File: src/rtl/reg_file_scoreboard.sv
// Register file with per-register pending-write scoreboard.
// Decode reads two operands (value + in-use flag) with one cycle of latency;
// writeback writes one register per cycle and retires one pending write.
module reg_file_scoreboard #(
  parameter int DATA_W = 16,
  parameter int ADDR_W = 4,
  parameter int PEND_W = 2
) (
  input  logic              clk,
  input  logic              rst,
  input  logic [ADDR_W-1:0] srcReg1,
  input  logic [ADDR_W-1:0] srcReg2,
  input  logic [ADDR_W-1:0] nextDestReg,
  input  logic              issueValid,
  output logic              issueStall,
  input  logic              wbValid,
  input  logic [ADDR_W-1:0] wbReg,
  input  logic [DATA_W-1:0] wbVal,
  output logic [DATA_W-1:0] srcRegVal1,
  output logic [DATA_W-1:0] srcRegVal2,
  output logic              inuse1,
  output logic              inuse2
);

  localparam int NREG = 1 << ADDR_W;
  localparam logic [PEND_W-1:0] PEND_MAX = '1;
  localparam logic [PEND_W-1:0] PEND_ONE = PEND_W'(1);

  logic [DATA_W-1:0] regs [NREG];
  logic [PEND_W-1:0] pend [NREG];

  logic              hit1, hit2;
  logic [PEND_W-1:0] rem1, rem2;
  logic [NREG-1:0]   incVec, decVec;

  // A saturated counter blocks further issue; deliberately ignores a
  // same-cycle writeback that would free a slot.
  assign issueStall = (pend[nextDestReg] == PEND_MAX);

  // Operand lookup: bypass same-cycle writeback data and count the retiring
  // write as already gone when deciding in-use.
  always_comb begin
    hit1 = wbValid && (wbReg == srcReg1);
    hit2 = wbValid && (wbReg == srcReg2);
    rem1 = pend[srcReg1];
    rem2 = pend[srcReg2];
    if (hit1 && (rem1 != '0)) rem1 = rem1 - PEND_ONE;
    if (hit2 && (rem2 != '0)) rem2 = rem2 - PEND_ONE;
  end

  // Per-register increment/decrement requests for the pending counters.
  always_comb begin
    incVec = '0;
    decVec = '0;
    for (int r = 0; r < NREG; r++) begin
      incVec[r] = issueValid && !issueStall && (nextDestReg == ADDR_W'(r));
      decVec[r] = wbValid && (wbReg == ADDR_W'(r)) && (pend[r] != '0);
    end
  end

  // State update: storage, pending counters and registered read outputs.
  always_ff @(posedge clk) begin
    if (rst) begin
      for (int r = 0; r < NREG; r++) begin
        regs[r] <= '0;
        pend[r] <= '0;
      end
      srcRegVal1 <= '0;
      srcRegVal2 <= '0;
      inuse1     <= 1'b0;
      inuse2     <= 1'b0;
    end else begin
      if (wbValid) regs[wbReg] <= wbVal;
      for (int r = 0; r < NREG; r++) begin
        if (incVec[r] && !decVec[r])
          pend[r] <= pend[r] + PEND_ONE;
        else if (decVec[r] && !incVec[r])
          pend[r] <= pend[r] - PEND_ONE;
      end
      srcRegVal1 <= hit1 ? wbVal : regs[srcReg1];
      srcRegVal2 <= hit2 ? wbVal : regs[srcReg2];
      inuse1     <= (rem1 != '0);
      inuse2     <= (rem2 != '0);
    end
  end

endmodule

File: config.mk
export PLATFORM = sky130hd
export DESIGN_NAME = reg_file_scoreboard
export DESIGN_NICKNAME = d
export VERILOG_FILES = /design/src/rtl/reg_file_scoreboard.sv
export SDC_FILE = /design/constraint.sdc
export NUM_CORES = 1
export LEC_CHECK = 0
export ABC_AREA = 1
export BUFFER_PORTS_ARGS = -buffer_cell sky130_fd_sc_hd__buf_2
export CORE_AREA = 4 4 202 243
export DETAILED_ROUTE_END_ITERATION = 10
export DIE_AREA = 0 0 206 247
export GPL_ROUTABILITY_DRIVEN = 0
export PLACE_DENSITY = 0.63
export SETUP_SLACK_MARGIN = 0.05
export SLEW_MARGIN = 20
export SYNTH_ARGS = -nofsm -noshare
export SYNTH_HDL_FRONTEND = slang
export SYNTH_SLANG_ARGS = --single-unit
File: constraint.sdc
create_clock -name clk -period 1.9 [get_ports clk]
set_input_delay 0 -clock clk [delete_from_list [all_inputs] [get_ports clk]]
set_output_delay 0 -clock clk [all_outputs]
set_load 0.03 [all_outputs]
======== After elaboration in Yosys (flattened, before gate mapping) ========
Memories as Yosys holds them, arrays and structs flattened. A register that Yosys moved wholly into a read port is not among the register bits.
Cells that the tools add are included.
word-level totals
  register bits ........................... 2
  word-level logic and storage cells ...... 398
  memory bits (writable) .................. 288
  memories ................................ 2
  output and inout port bits .............. 35
  input port bits ......................... 36
memories
  name  depth  width  read ports  clocked after memory_dff  write ports  RTL line  text
  regs  16     16     2           2                         16           29        logic [DATA_W-1:0] regs [NREG];
  pend  16     2      19          0                         16           30        logic [PEND_W-1:0] pend [NREG];
cells by class
  muxes and demuxes ....................... 154
  reductions and logical operators ........ 141
  bitwise logic cells ..................... 32
  add/sub/neg operators ................... 34
  equal/unequal tests ..................... 33
operators by type and width
  kind                                                                count
  1-bit two-way mux                                                   118
  1-bit logical AND                                                   85
  2-bit two-way mux                                                   34
  4-bit == test, second input constant                                16
  2-bit nonzero test                                                  20
  2-bit by 1-bit subtractor with 2-bit output, second input constant  18
  1-bit zero test                                                     33
  2-bit by 1-bit adder with 2-bit output, second input constant       16
  4-bit by 3-bit == test with 1-bit output, second input constant     8
  1-bit bitwise OR                                                    32
  4-bit by 2-bit == test with 1-bit output, second input constant     4
  16-bit two-way mux                                                  1
  16-bit OR reduction                                                 1
  4-bit by 1-bit == test with 1-bit output, second input constant     2
  4-bit == test                                                       2
  4-bit zero test                                                     2
  4-bit two-way mux                                                   1
  2-bit == test, second input constant                                1

======== Depth between registers and ports, before layout ========
An unclocked memory read counts as a cell.
  depth in word-level cells ............... 12
  gate-level depth with buffers ........... 16
  mapped depth without buffers ............ 15

======== Worst setup path before layout ========
No wires, ideal clock.
  path type ............................... register -> register
  start point ............................. memory pend[15][0]
  end point ............................... memory pend[10][0] (enable)
  setup time .............................. 327 ps
  cell stages (with the launch flop) ...... 13
  buffers on the path ..................... 1
  slack ................................... 127 ps
  clock period less this slack ............ 1773 ps
  arrival time ............................ 1446 ps
  path through ............................ edfxtp_1 -> nand2_1 -> nand2_1 -> nand2_1 -> nand2_1 -> nand2_1 -> nand2_1 -> inv_1 -> nand2_2 -> nand2_4 -> buf_8 -> nand3_4 -> o21ai_0
RTL lines
  what             RTL line
  start, declared  30

==> results.cfg <==
[timing]
report.final.slew_viol_count = 0
finClkSkew_ps = 18.43
fin_crit_sh = 0.9996
setup_viol = 0
max_freq_ghz = 0.5266
hold_violations = 0
final.setup.tns_ps = 0
worstMarginPinSlew_ps = 630.0
rsz0062_at_grt = true
slew_headroom = 0.5800
period_minus_slack_ps = 1899

[floorplan]
start_util = 0.3960
core_um2 = 46810
die_h_um = 247
fp-row-count = 87
ios = 71
die_area_um2 = 50880
die_x_um = 206

[placement]
dp_hpwl_um = 39880
io_buffer_count = 70
placed_area_um2 = 20280
placedCellCount = 2946

[clock_tree]
insertion_delay_ps = 570
cts_tree = yes
clk_transition_reported_paths_ps = 60
clock_path_buffers = 3
cts_max_level = 2
root_buffer = clkbuf_16
cts_made_buffers = 37
numClockSinks = 322

[global_route]
grt_pass1_vias = 16770
grt_max_degree = 85
grtUsageTotal = 0.2352
antenna_found_initial = 1
grt_pass1_wl_um = 92960
overflow = 0

[critical_path]
cp-startpoint = pend[1][0]
cp_num_buf_inv = 3
cp-end-kind = register
r2r-start = pend[1][0]
timing.rr.end = pend[13][1]
critPathMostFrequentCell = nand2_1
rrSetupSlack_ps = 0.8
cpLargestDelayFamily = simple AND/OR/NAND/NOR gates
crit_fanout = 6
startpoint_type = register
setup.worst_path.class = register to register
cp.arrival_ps = 2200
path_cells = nand2_1, nand2_1, nand2_1, nand2_1, nand2_1, nand2_1, inv_1, nand2_2, nand2_4, buf_4, buf_12, nand3_4, a21oi_2, o21ai_2
cp_slowest_stage_delay_ps = 420
worstPathRequired_ps = 2200
cp.depth = 14
crit_path_end = pend[13][1]
crit_slowest_cell = edfxtp_1
reg2reg_depth = 14

[layout]
nNetsFinal = 2425
final_common_cell = nor2_1
fillers = 4469
fin_cells = 3038
final_cell_mix = nor2_1 (341), nand2_1 (321), edfxtp_1 (288), nand3_1 (259), inv_1 (220)
layout.core_utilization = 0.4711
layout-drive-gt1-share = 0.1573
syn2layout_area_growth_pct = 18.95
n_antenna_cell = 0
final_area_um2 = 22050

[logic_synthesis]
synth_edf_count = 288
synthAdderAreaFrac = 0.002025
synth-seq-area-share = 0.5033
async_flop_share = 0
synthSimpleGateAreaFrac = 0.2321
synth_fp_nets = 2327
ys.flop_type = edfxtp_1
yosys.area.top_type = edfxtp_1
synth-seq-cells = 322
syn_avg_cell_area_um2 = 8.102
netlist_instances = 2288
ys_warn_count = 0
synth_compound_area_frac = 0.1654
synth_top_area_share = 0.4666
synthMuxAreaShare = 0
syn_area_um2 = 18540
synth-xor-area-share = 0.003780
synth_top_family_by_area = simple AND/OR/NAND/NOR gates
yosys-top-cells-area = edfxtp_1 (47%), nand3_1 (7.4%), nor2_1 (7.0%)
ys_types = 35

[drt]
wl_per_cell_um = 20.35
ant_nets = 0
num_vias = 17440
dr.first_iter.drc_count = 1643
drc_errors = 0
viasPerCell = 5.741
totalWireLength_um = 61830
first_pass_iters = 6

[hold_path]
whs_path_depth = 5
hp-class = input port to register

[power]
powerDensity_nw_per_um2 = 844.6
ir_drop_mv = 0.5630
leakage_nw = 9.158
power.total_mw = 18.62

[flow_run]
max_cap_viol_count = 0

[run_status]
outcome = finished, final reports clean
-- worst min-delay path by stage --
stage | startpoint | to | slack, ps
final | srcReg1[3] | inuse1 | 30
after global routing | wbVal[8] | regs[9][8] | 30
after CTS | issueValid | pend[13][0] | 8
after detailed placement | wbVal[12] | srcRegVal2[12] | 320
after global placement | wbVal[15] | srcRegVal1[15] | 300
after floorplan | wbVal[15] | srcRegVal1[15] | 150
-- kinds of logic after synthesis --
group / count (synthesis)
and+or+nand+nor: 997
adders and majority gates: 3
DFF: 322
xor gates and xnor gates: 8
AOI/OAI and AO/OA: 529
buffers and inverters: 429
-- what timing repair did --
action	4_1_cts	5_1_grt
endpoints found under the setup margin	21	58
setup buffers	6	7
endpoints found under the hold margin	90	0
gates resized for setup	14	80
pin swaps	8	26
hold buffers	12	0
-- tightest hold or removal path, stage by stage --
cell and delay, ps:
buf_2 160, nand3_2 120, nand2_2 90, nor3_2 110, nor2_1 60
-- cell type report --
class,count,area [um2],share of cell area
repair buffers,232,1973,0.08949
clock inverters,17,188.9,0.008568
multi-input cells,1537,7752,0.3516
clock buffers,51,1061,0.04812
flip-flops and latches,322,9329,0.4231
well taps,623,779.5,0.03535
inverters,256,965.9,0.04381
-- cell usage after synthesis, types with 3 or more instances --
cell type	number
edfxtp_1	288
nand3_1	273
nor2_1	344
nand2_1	335
inv_1	229
inv_2	8
clkbuf_1	96
ha_1	3
nor3_1	3
o21ai_2	4
nand3_4	4
o211ai_1	138
buf_1	24
nand3_2	13
dfxtp_1	34
o21ai_0	165
buf_2	44
buf_6	5
nand4_1	18
a21oi_2	6
a21oi_1	206
xor2_1	8
a21boi_0	3
clkinv_1	19
-- power by group --
| part | switching, mW | internal, mW | total, mW |
|---|---|---|---|
| clock | 3.04 | 4.35 | 7.38 |
| sequential | 0.175 | 8.15 | 8.33 |
| combinational | 1.97 | 0.941 | 2.91 |
-- layer usage --
layer  GRT usage  share of wire  routed length (um)  up-vias
li1            -              -                   -     8013
met1      0.2899           0.38               23390     8323
met2      0.3955           0.48               29830      890
met3     0.04473          0.086                5321      214
met4      0.1143          0.053                3273        2
met5           0        0.00021                  13        -
-- registers in the layout (all words and copies together), names as in the netlist --
| signal | cells |
|---|---|
| inuse1 | 1 |
| inuse2 | 1 |
| pend | 32 |
| regs | 256 |
| srcRegVal1 | 16 |
| srcRegVal2 | 16 |
-- per-stage QoR --
stage,setup WS [ps],hold WS [ps]
after floorplan,127.3,148.5
after global placement,15.54,304.4
after detailed placement,-32.69,315.9
after CTS,23.77,8.161
after global routing,-93.82,26.75
final,0.8433,31.87
(Power assumes the default switching activity.)
